<file path="src/rtl/audioport_pkg.sv">
// Shared constants and types for the audioport I2S receive path.
package audioport_pkg;

    localparam int unsigned I2S_RX_W     = 24;
    localparam int unsigned I2S_RX_CNT_W = 5;

    localparam logic [I2S_RX_CNT_W-1:0] I2S_RX_CNT_ONE  = I2S_RX_CNT_W'(1);
    localparam logic [I2S_RX_CNT_W-1:0] I2S_RX_CNT_FULL = I2S_RX_CNT_W'(I2S_RX_W);
    localparam logic [I2S_RX_CNT_W-1:0] I2S_RX_CNT_LAST = I2S_RX_CNT_W'(I2S_RX_W - 1);

    typedef enum logic [1:0] {
        RX_IDLE,
        RX_SYNC,
        RX_LEFT,
        RX_RIGHT
    } i2s_rx_state_t;

endpackage

</file>
<file path="src/rtl/i2s_rx_sampler.sv">
// I2S input sampler: optional 2-flop synchroniser (I2S_RX_SYNC_EN), sck rise
// detector, and ws/sdi presented for capture in the rise cycle.
module i2s_rx_sampler (
    input  logic clk,
    input  logic rst_n,
    input  logic sck_in,
    input  logic ws_in,
    input  logic sdi_in,
    output logic rise_out,
    output logic ws_s_out,
    output logic sdi_s_out
);

    logic sck_c;
    logic ws_c;
    logic sdi_c;
    logic sck_prev_q;

`ifdef I2S_RX_SYNC_EN
    logic [1:0] sck_sync_q;
    logic [1:0] ws_sync_q;
    logic [1:0] sdi_sync_q;

    always_ff @(posedge clk or negedge rst_n) begin
        if (!rst_n) begin
            sck_sync_q <= '0;
            ws_sync_q  <= '0;
            sdi_sync_q <= '0;
        end else begin
            sck_sync_q <= {sck_sync_q[0], sck_in};
            ws_sync_q  <= {ws_sync_q[0], ws_in};
            sdi_sync_q <= {sdi_sync_q[0], sdi_in};
        end
    end

    assign sck_c = sck_sync_q[1];
    assign ws_c  = ws_sync_q[1];
    assign sdi_c = sdi_sync_q[1];
`else
    // Only safe when the transmitter runs from clk itself.
    assign sck_c = sck_in;
    assign ws_c  = ws_in;
    assign sdi_c = sdi_in;
`endif

    always_ff @(posedge clk or negedge rst_n) begin
        if (!rst_n) begin
            sck_prev_q <= 1'b0;
        end else begin
            sck_prev_q <= sck_c;
        end
    end

    assign rise_out  = sck_c & ~sck_prev_q;
    assign ws_s_out  = ws_c;
    assign sdi_s_out = sdi_c;

endmodule

</file>
<file path="src/rtl/i2s_rx_unit.sv">
// I2S receiver: deserialises 24-bit left/right slots into parallel stereo pairs.
// Define I2S_RX_SYNC_EN to synchronise sck/ws/sdi from an asynchronous codec.
module i2s_rx_unit
    import audioport_pkg::*;
(
    input  logic                clk,
    input  logic                rst_n,
    input  logic                enable_in,
    input  logic                sck_in,
    input  logic                ws_in,
    input  logic                sdi_in,
    output logic [I2S_RX_W-1:0] audio0_out,
    output logic [I2S_RX_W-1:0] audio1_out,
    output logic                valid_out,
    output logic                err_out,
    output logic                locked_out
);

    logic rise;
    logic ws_s;
    logic sdi_s;

    i2s_rx_sampler u_sampler (
        .clk       (clk),
        .rst_n     (rst_n),
        .sck_in    (sck_in),
        .ws_in     (ws_in),
        .sdi_in    (sdi_in),
        .rise_out  (rise),
        .ws_s_out  (ws_s),
        .sdi_s_out (sdi_s)
    );

    i2s_rx_state_t           state_q,     state_d;
    logic                    ws_prev_q,   ws_prev_d;
    logic [I2S_RX_CNT_W-1:0] bit_cnt_q,   bit_cnt_d;
    logic [I2S_RX_W-1:0]     shift_q,     shift_d;
    logic [I2S_RX_W-1:0]     left_hold_q, left_hold_d;
    logic [I2S_RX_W-1:0]     audio0_q,    audio0_d;
    logic [I2S_RX_W-1:0]     audio1_q,    audio1_d;
    logic                    valid_q,     valid_d;
    logic                    err_q,       err_d;

    logic                    boundary;
    logic                    cnt_full;
    logic                    slot_start;
    logic                    data_bit;
    logic [I2S_RX_W-1:0]     shift_in;

    assign boundary = rise & (ws_s != ws_prev_q);
    assign cnt_full = (bit_cnt_q == I2S_RX_CNT_FULL);
    assign shift_in = {shift_q[I2S_RX_W-2:0], sdi_s};

    always_comb begin
        state_d     = state_q;
        ws_prev_d   = ws_prev_q;
        bit_cnt_d   = bit_cnt_q;
        shift_d     = shift_q;
        left_hold_d = left_hold_q;
        audio0_d    = audio0_q;
        audio1_d    = audio1_q;
        valid_d     = 1'b0;
        err_d       = 1'b0;
        slot_start  = 1'b0;
        data_bit    = 1'b0;

        if (!enable_in) begin
            state_d = RX_IDLE;
        end else begin
            if (rise) begin
                ws_prev_d = ws_s;
            end

            case (state_q)
                RX_IDLE: begin
                    state_d = RX_SYNC;
                end
                RX_SYNC: begin
                    if (boundary && !ws_s) begin
                        state_d    = RX_LEFT;
                        slot_start = 1'b1;
                    end
                end
                RX_LEFT: begin
                    if (boundary) begin
                        if (cnt_full) begin
                            left_hold_d = shift_q;
                            state_d     = RX_RIGHT;
                            slot_start  = 1'b1;
                        end else begin
                            err_d   = 1'b1;
                            state_d = RX_SYNC;
                        end
                    end else if (rise) begin
                        data_bit = 1'b1;
                    end
                end
                RX_RIGHT: begin
                    // A short right slot is flagged but its boundary still starts a left slot.
                    if (boundary) begin
                        err_d      = ~cnt_full;
                        state_d    = RX_LEFT;
                        slot_start = 1'b1;
                    end else if (rise) begin
                        data_bit = 1'b1;
                        if (bit_cnt_q == I2S_RX_CNT_LAST) begin
                            audio0_d = left_hold_q;
                            audio1_d = shift_in;
                            valid_d  = 1'b1;
                        end
                    end
                end
                default: begin
                    state_d = RX_IDLE;
                end
            endcase

            if (slot_start) begin
                bit_cnt_d = I2S_RX_CNT_ONE;
                shift_d   = shift_in;
            end else if (data_bit && !cnt_full) begin
                bit_cnt_d = bit_cnt_q + I2S_RX_CNT_ONE;
                shift_d   = shift_in;
            end
        end
    end

    always_ff @(posedge clk or negedge rst_n) begin
        if (!rst_n) begin
            state_q     <= RX_IDLE;
            ws_prev_q   <= 1'b0;
            bit_cnt_q   <= '0;
            shift_q     <= '0;
            left_hold_q <= '0;
            audio0_q    <= '0;
            audio1_q    <= '0;
            valid_q     <= 1'b0;
            err_q       <= 1'b0;
        end else begin
            state_q     <= state_d;
            ws_prev_q   <= ws_prev_d;
            bit_cnt_q   <= bit_cnt_d;
            shift_q     <= shift_d;
            left_hold_q <= left_hold_d;
            audio0_q    <= audio0_d;
            audio1_q    <= audio1_d;
            valid_q     <= valid_d;
            err_q       <= err_d;
        end
    end

    assign audio0_out = audio0_q;
    assign audio1_out = audio1_q;
    assign valid_out  = valid_q;
    assign err_out    = err_q;
    assign locked_out = (state_q == RX_LEFT) || (state_q == RX_RIGHT);

endmodule

</file>
<file path="config.mk">
export PLATFORM = sky130hd
export DESIGN_NAME = i2s_rx_unit
export DESIGN_NICKNAME = d
export VERILOG_FILES = /design/src/rtl/audioport_pkg.sv /design/src/rtl/i2s_rx_sampler.sv /design/src/rtl/i2s_rx_unit.sv
export SDC_FILE = /design/constraint.sdc
export NUM_CORES = 1
export LEC_CHECK = 0
export ABC_AREA = 0
export BUFFER_PORTS_ARGS = -buffer_cell sky130_fd_sc_hd__buf_2
export CAP_MARGIN = 25
export CORE_MARGIN = 2
export CORE_UTILIZATION = 24
export DETAILED_ROUTE_END_ITERATION = 8
export SLEW_MARGIN = 10
export SYNTH_ARGS = -nofsm -noshare
export SYNTH_HDL_FRONTEND = slang
export SYNTH_SLANG_ARGS = --single-unit
</file>
<file path="constraint.sdc">
create_clock -name clk -period 2.09 [get_ports clk]
set_input_delay 0.209 -clock clk [delete_from_list [all_inputs] [get_ports clk]]
set_output_delay 0.209 -clock clk [all_outputs]
set_load 0.01 [all_outputs]
</file>
## After elaboration in Yosys (flattened, before gate mapping)

Cells that the tools add are included.

- Word-level logic and storage cells: 68
- Input bits: 6
- Register bits after elaboration: 107
- Output and inout bits: 51

- Add/subtract/negate cells: 1
- Multiplexer cells: 30
- Eq/ne operators: 9
- Bitwise logic cells: 5
- Reductions and logical operators: 13

Operators with widths:

| kind | number |
|---|---|
| 24-bit 2-to-1 mux | 2 |
| 1-bit 2-to-1 mux | 18 |
| 5-bit equality test (second input constant) | 2 |
| 2-bit 2-to-1 mux | 5 |
| 5-bit 2-to-1 mux | 2 |
| 3-bit inequality test (second input constant) | 3 |
| 2-bit case mux with 4 select lines | 1 |
| 5-bit by 1-bit adder with 5-bit output (second input constant) | 1 |
| 5-bit AND reduction | 1 |
| 2-bit equality test (second input constant) | 2 |
| 2-bit AND reduction | 2 |
| 4-bit AND reduction | 1 |
| 1-bit inverter | 3 |
| 1-bit case mux with 3 select lines | 1 |
| 3-bit AND reduction | 1 |
| 1-bit AND | 2 |
| 2-bit by 1-bit equality test with 1-bit output (second input constant) | 1 |
| 1-bit logical AND | 2 |
| 1-bit logical NOT | 2 |
| 2-bit logical NOT | 1 |
| 1-bit case mux with 2 select lines | 1 |
| 2-bit nonzero test | 1 |
| 2-bit OR reduction | 1 |
| 1-bit logical OR | 1 |
| 1-bit inequality test | 1 |

## Depth between registers and ports, before layout

- Depth in word-level cells: 9
- Depth in mapped cells: 9
- Mapped depth without buffers: 6

## Modules after synthesis

From an unflattened synthesis, not the netlist that was laid out.

- Cells, all modules: 261
- Area total of the unflattened synthesis: 4,285.4 um2

By module, submodules not included:

| module | cells an instance | area each (um2) | seq. area each (um2) | instances |
|---|---|---|---|---|
| i2s_rx_unit | 257 | 4,231.6 | 2,652.5 | 1 |
| i2s_rx_sampler | 4 | 53.8 | 25.0 | 1 |

## Worst setup path after synthesis

No wires, ideal clock.

- Path kind: reg2reg
- Start point: register bit_cnt_q[0]
- End point: register audio0_q[10] (netlist: audio0_out[10])
- Slack: 0.077 ns
- Data required time: 1.965 ns
- Cell stages (with the launch flop): 7
- Path buffers: 2
- Arrival time: 1.888 ns
- Setup time: 0.125 ns
- Period minus slack after synthesis: 2.013 ns
- Path through: dfrtp_1 > ha_1 > nand4_1 > a2111oi_2 > buf_2 > buf_4 > mux2_2

- Word-level cells in the longest chain between the ends: 2

Ends and longest elaborated chain:

| item | line | text |
|---|---|---|
| start, declared | i2s_rx_unit.sv:36 | `logic [I2S_RX_CNT_W-1:0] bit_cnt_q, bit_cnt_d;` |
| start signal, assigned | i2s_rx_unit.sv:142 | `bit_cnt_q <= bit_cnt_d;` |
| 5-bit equality test | i2s_rx_unit.sv:106 | `if (bit_cnt_q == I2S_RX_CNT_LAST) begin` |
| 5-bit AND reduction (no source line) | -- |  |
| end signal, assigned | i2s_rx_unit.sv:145 | `audio0_q <= audio0_d;` |
| end, declared | i2s_rx_unit.sv:39 | `logic [I2S_RX_W-1:0] audio0_q, audio0_d;` |

Every way passes these cells.
A chain may end at the register's enable or synchronous reset.

## Worst setup path in the final report

- Start point: register bit_cnt_q[0]
- End point: register shift_q[5]

- Word-level cells in the longest chain between the ends: 7
- Elaborated cells between the ends (all ways): 10
- Those cells by class: eq/ne (1); mux (5); reduce/logical (4)

Ends and longest elaborated chain:

| item | line | text |
|---|---|---|
| 5-bit equality test (*) | i2s_rx_unit.sv:51 | `assign cnt_full = (bit_cnt_q == I2S_RX_CNT_FULL);` |
| 1-bit 2-to-1 mux | i2s_rx_unit.sv:86 | `if (cnt_full) begin` |
| 1-bit 2-to-1 mux | i2s_rx_unit.sv:85 | `if (boundary) begin` |
| 1-bit case mux with 3 select lines | i2s_rx_unit.sv:74 | `case (state_q)` |
| 1-bit 2-to-1 mux | i2s_rx_unit.sv:67 | `if (!enable_in) begin` |
| 2-bit nonzero test (no source line) | -- |  |
| 2-bit AND reduction (no source line) | -- |  |
| end signal, assigned | i2s_rx_unit.sv:143 | `shift_q <= shift_d;` |
| end, declared | i2s_rx_unit.sv:37 | `logic [I2S_RX_W-1:0] shift_q, shift_d;` |

Mark *: on every way between the ends. The rest lies on a longest branch, timed or not. The select of a mux whose other input is x is not followed.

==> impl_metrics.yaml <==
status:
  status: "complete, no violations"
global_route:
  grt_pass1_wl_mm: 12.9
  grt_pass1_vias: 2501
  grt_overflow: 0
  antenna_found_initial: 0
  grt_use_total: 0.0912
  grt_max_degree: 43
placement:
  dp.cells: 546
  port_buffers: 56
  dp_hpwl_mm: 5.25
  place_ws_ns: 0.0951
  gp_congestion: 0.716
yosys:
  avgSynthCellArea_um2: 15.7
  synth.distinct_cells: 33
  synth_edf_count: 0
  ys_seq_area_frac: 0.643
  async_flop_share: 1.00
  synth_common_cells: "dfrtp_1, mux2_2, buf_2, nand2_1, mux2_1"
  synth_nets: 273
  synth.ff_latch_count: 107
  synth_ff_type: "dfrtp_1"
  synth_top_area_share: 0.643
  yosysTopAreaCell: "dfrtp_1"
  synth.most_common_cell: "dfrtp_1"
  synth_area_um2: 4160
  yosys-top-cells-area: "dfrtp_1, mux2_2, mux2_1"
  syn_inst: 265
  yosys_warnings: 0
clocking:
  cts_root_buf: "clkbuf_16"
  cts_sinks: 107
  clkTransAtPathRegs_ns: 0.07
  clock_tree.buffer_depth: 2
  htreeDepth: 3
  insertion_delay_ns: 0.34
  cts_tree: "done"
  numCtsBuffers: 9
timing:
  finalCritPeriodShare: 0.952
  tns_ns: 0
  setup_ws_ns: 0.101
  slew_violations: 0
  setup_viol: 0
  finalHoldViolCount: 0
  holdWs_ns: 0.107
  rsz0062_at_grt: "no"
  fmax_mhz: 503
  worst_pin_slew_ns: 0.570
  max-slew-margin-rel: 0.620
  min_period_ns: 1.99
  fin_worst_skew_ns: 0.00573
floorplan:
  rows: 48
  start_util: 0.243
  dieArea_um2: 18400
  io_pins: 57
  die_height_um: 136
  die_w_um: 136
  core_um2: 17100
power:
  static-leakage-power_uw: 0.00268
  switching_share: 0.214
  pwr-share-comb: 0.050
  p_int_uw: 3290
  pwr-share-clk: 0.430
  irDropWorstVdd_uv: 410
  p_switching_uw: 897
  seqPwrFrac: 0.520
  powerDensity_nw_per_um2: 804
  finalPower_uw: 4190
worst_setup_path:
  reg2reg_slack_ns: 0.10
  crit_type: "flop to flop"
  worst_setup_path_start_kind: "flop"
  slowest_delay_ns: 0.41
  critical_path.slowest_cell: "dfrtp_1"
  arrival_ns: 2.22
  crit_chain: "inv_1 -> ha_1 -> and4b_1 -> xor2_1 -> o22ai_4 -> buf_12 -> mux2_2"
  required_ns: 2.32
  crit_path_start: "bit_cnt_q[0]$_DFFE_PN0P_"
  reg2reg_depth: 7
  cp_max_fo: 18
  cp-end-kind: "flop"
  reg2reg_to: "shift_q[5]$_DFFE_PN0P_"
  r2r_start: "bit_cnt_q[0]$_DFFE_PN0P_"
drt:
  vias_per_cell: 4.16
  wl_met2_mm: 3.51
  dr.pass1.iters: 4
  wl_per_cell_um: 13.8
  ant_nets: 0
  routed_wl_mm: 7.84
  route.met3.wl_um: 534
  drc: 0
  drtIter0Drc: 61
  highest_layer: "met4"
  vias: 2358
  m1WireLength_mm: 3.64
hold_path:
  hp-class: "input pin to flop"
  hold_start: "sdi_in"
  min_to: "shift_q[0]$_DFFE_PN0P_"
  hold_depth: 2
flow_run:
  cap_violations: 0
final_layout:
  final_cells: 567
  area_growth_pct: 25.2
  drive_gt1_frac: 0.531
  nNetsFinal: 344
-- repair_timing --
action,in CTS,in global routing
buffers inserted,0,1
endpoints found under the setup margin,0,57
hold buffers,2,0
endpoints found under the hold margin,41,0
gates resized for setup,0,2
-- layout make-up --
cell class	instances	area, um2
tap	225	282
timing repair buffer	73	487
inverter	5	18.8
sequential	107	2680
fill	1709	11900
multi-input combinational	140	1420
antenna	1	2.50
clock inverter	4	73.8
clock buffer	12	246
-- power by group through the flow --
stage | clock network, uW | registers [uW] | logic (uW)
floorplan | 0 | 2200 | 113
global placement | 0 | 2210 | 199
detailed placement | 0 | 2210 | 213
CTS | 1880 | 2170 | 217
global route | 1940 | 2180 | 242
finish | 1800 | 2180 | 210
-- state kept, by name, indices dropped and copies added (netlist names) --
name	flops
audio0_out	24
audio1_out	24
left_hold_q	24
shift_q	24
bit_cnt_q	5
state_q	2
err_out	1
u_sampler.sck_prev_q	1
valid_out	1
ws_prev_q	1
-- worst max path at each step --
stage	endpoint	slack, ns	cells past startpoint
floorplan	audio0_out[10]$_DFFE_PN0P_	0.08	6
global placement	audio0_out[15]$_DFFE_PN0P_	0.15	5
detailed placement	audio1_out[16]$_DFFE_PN0P_	0.1	5
CTS	shift_q[5]$_DFFE_PN0P_	0.08	7
global route	shift_q[5]$_DFFE_PN0P_	0.03	7
finish	shift_q[5]$_DFFE_PN0P_	0.10	7
-- cells in the final DEF (no fill, tap or decap), types with 2 or more instances in the layout --
master           n
clkbuf_1         2
mux2_1           6
xnor2_1          2
dfrtp_1        107
nand3_1          2
nand2_1          7
a21oi_1          2
ha_1             2
inv_1            5
nand2b_1         2
buf_2           55
bufinv_16        2
buf_12           4
a31oi_1          2
o21ai_0          5
mux2_2          91
and3b_1          2
nand4_1          2
dlygate4sd3_1    2
buf_4           10
clkbuf_16       10
-- through the flow --
| step | area (um2) | utilization |
|---|---|---|
| final | 5210 | 0.304 |
| after global routing | 5210 | 0.304 |
| after CTS | 5180 | 0.303 |
| after detailed placement | 4840 | 0.283 |
| after global placement | 4840 | 0.283 |
| after floorplan | 4160 | - |
-- kinds of logic (layout without fill, tap and decap cells) --
family | Yosys count | count (layout) | synth area share
buf+inv | 18 | 94 | 0.0231
mux | 97 | 97 | 0.262
flops | 107 | 107 | 0.643
fa+ha+maj | 2 | 2 | 0.00601
simple gates | 23 | 23 | 0.0322
compound gates | 14 | 14 | 0.0225
other cells | 0 | 1 | 0
xor+xnor | 4 | 4 | 0.0102
-- routing by layer --
| layer | global-route usage | up-vias |
|---|---|---|
| met5 | 0 | - |
| met4 | 0.0405 | 0 |
| met3 | 0.0367 | 15 |
| met2 | 0.137 | 48 |
| met1 | 0.116 | 1216 |
| li1 | - | 1079 |
-- critical path: cells and delay by family (launching register included) --
family                     cells  cell delay (ns)
AOI/OAI and AO/OA              1             0.24
xor gates and xnor gates       1             0.19
adders and majority gates      1             0.20
and+or+nand+nor                1             0.22
buffers and inverters          2             0.26
muxes                          1             0.34
DFF                            1             0.41
(Power assumes the default switching activity.)
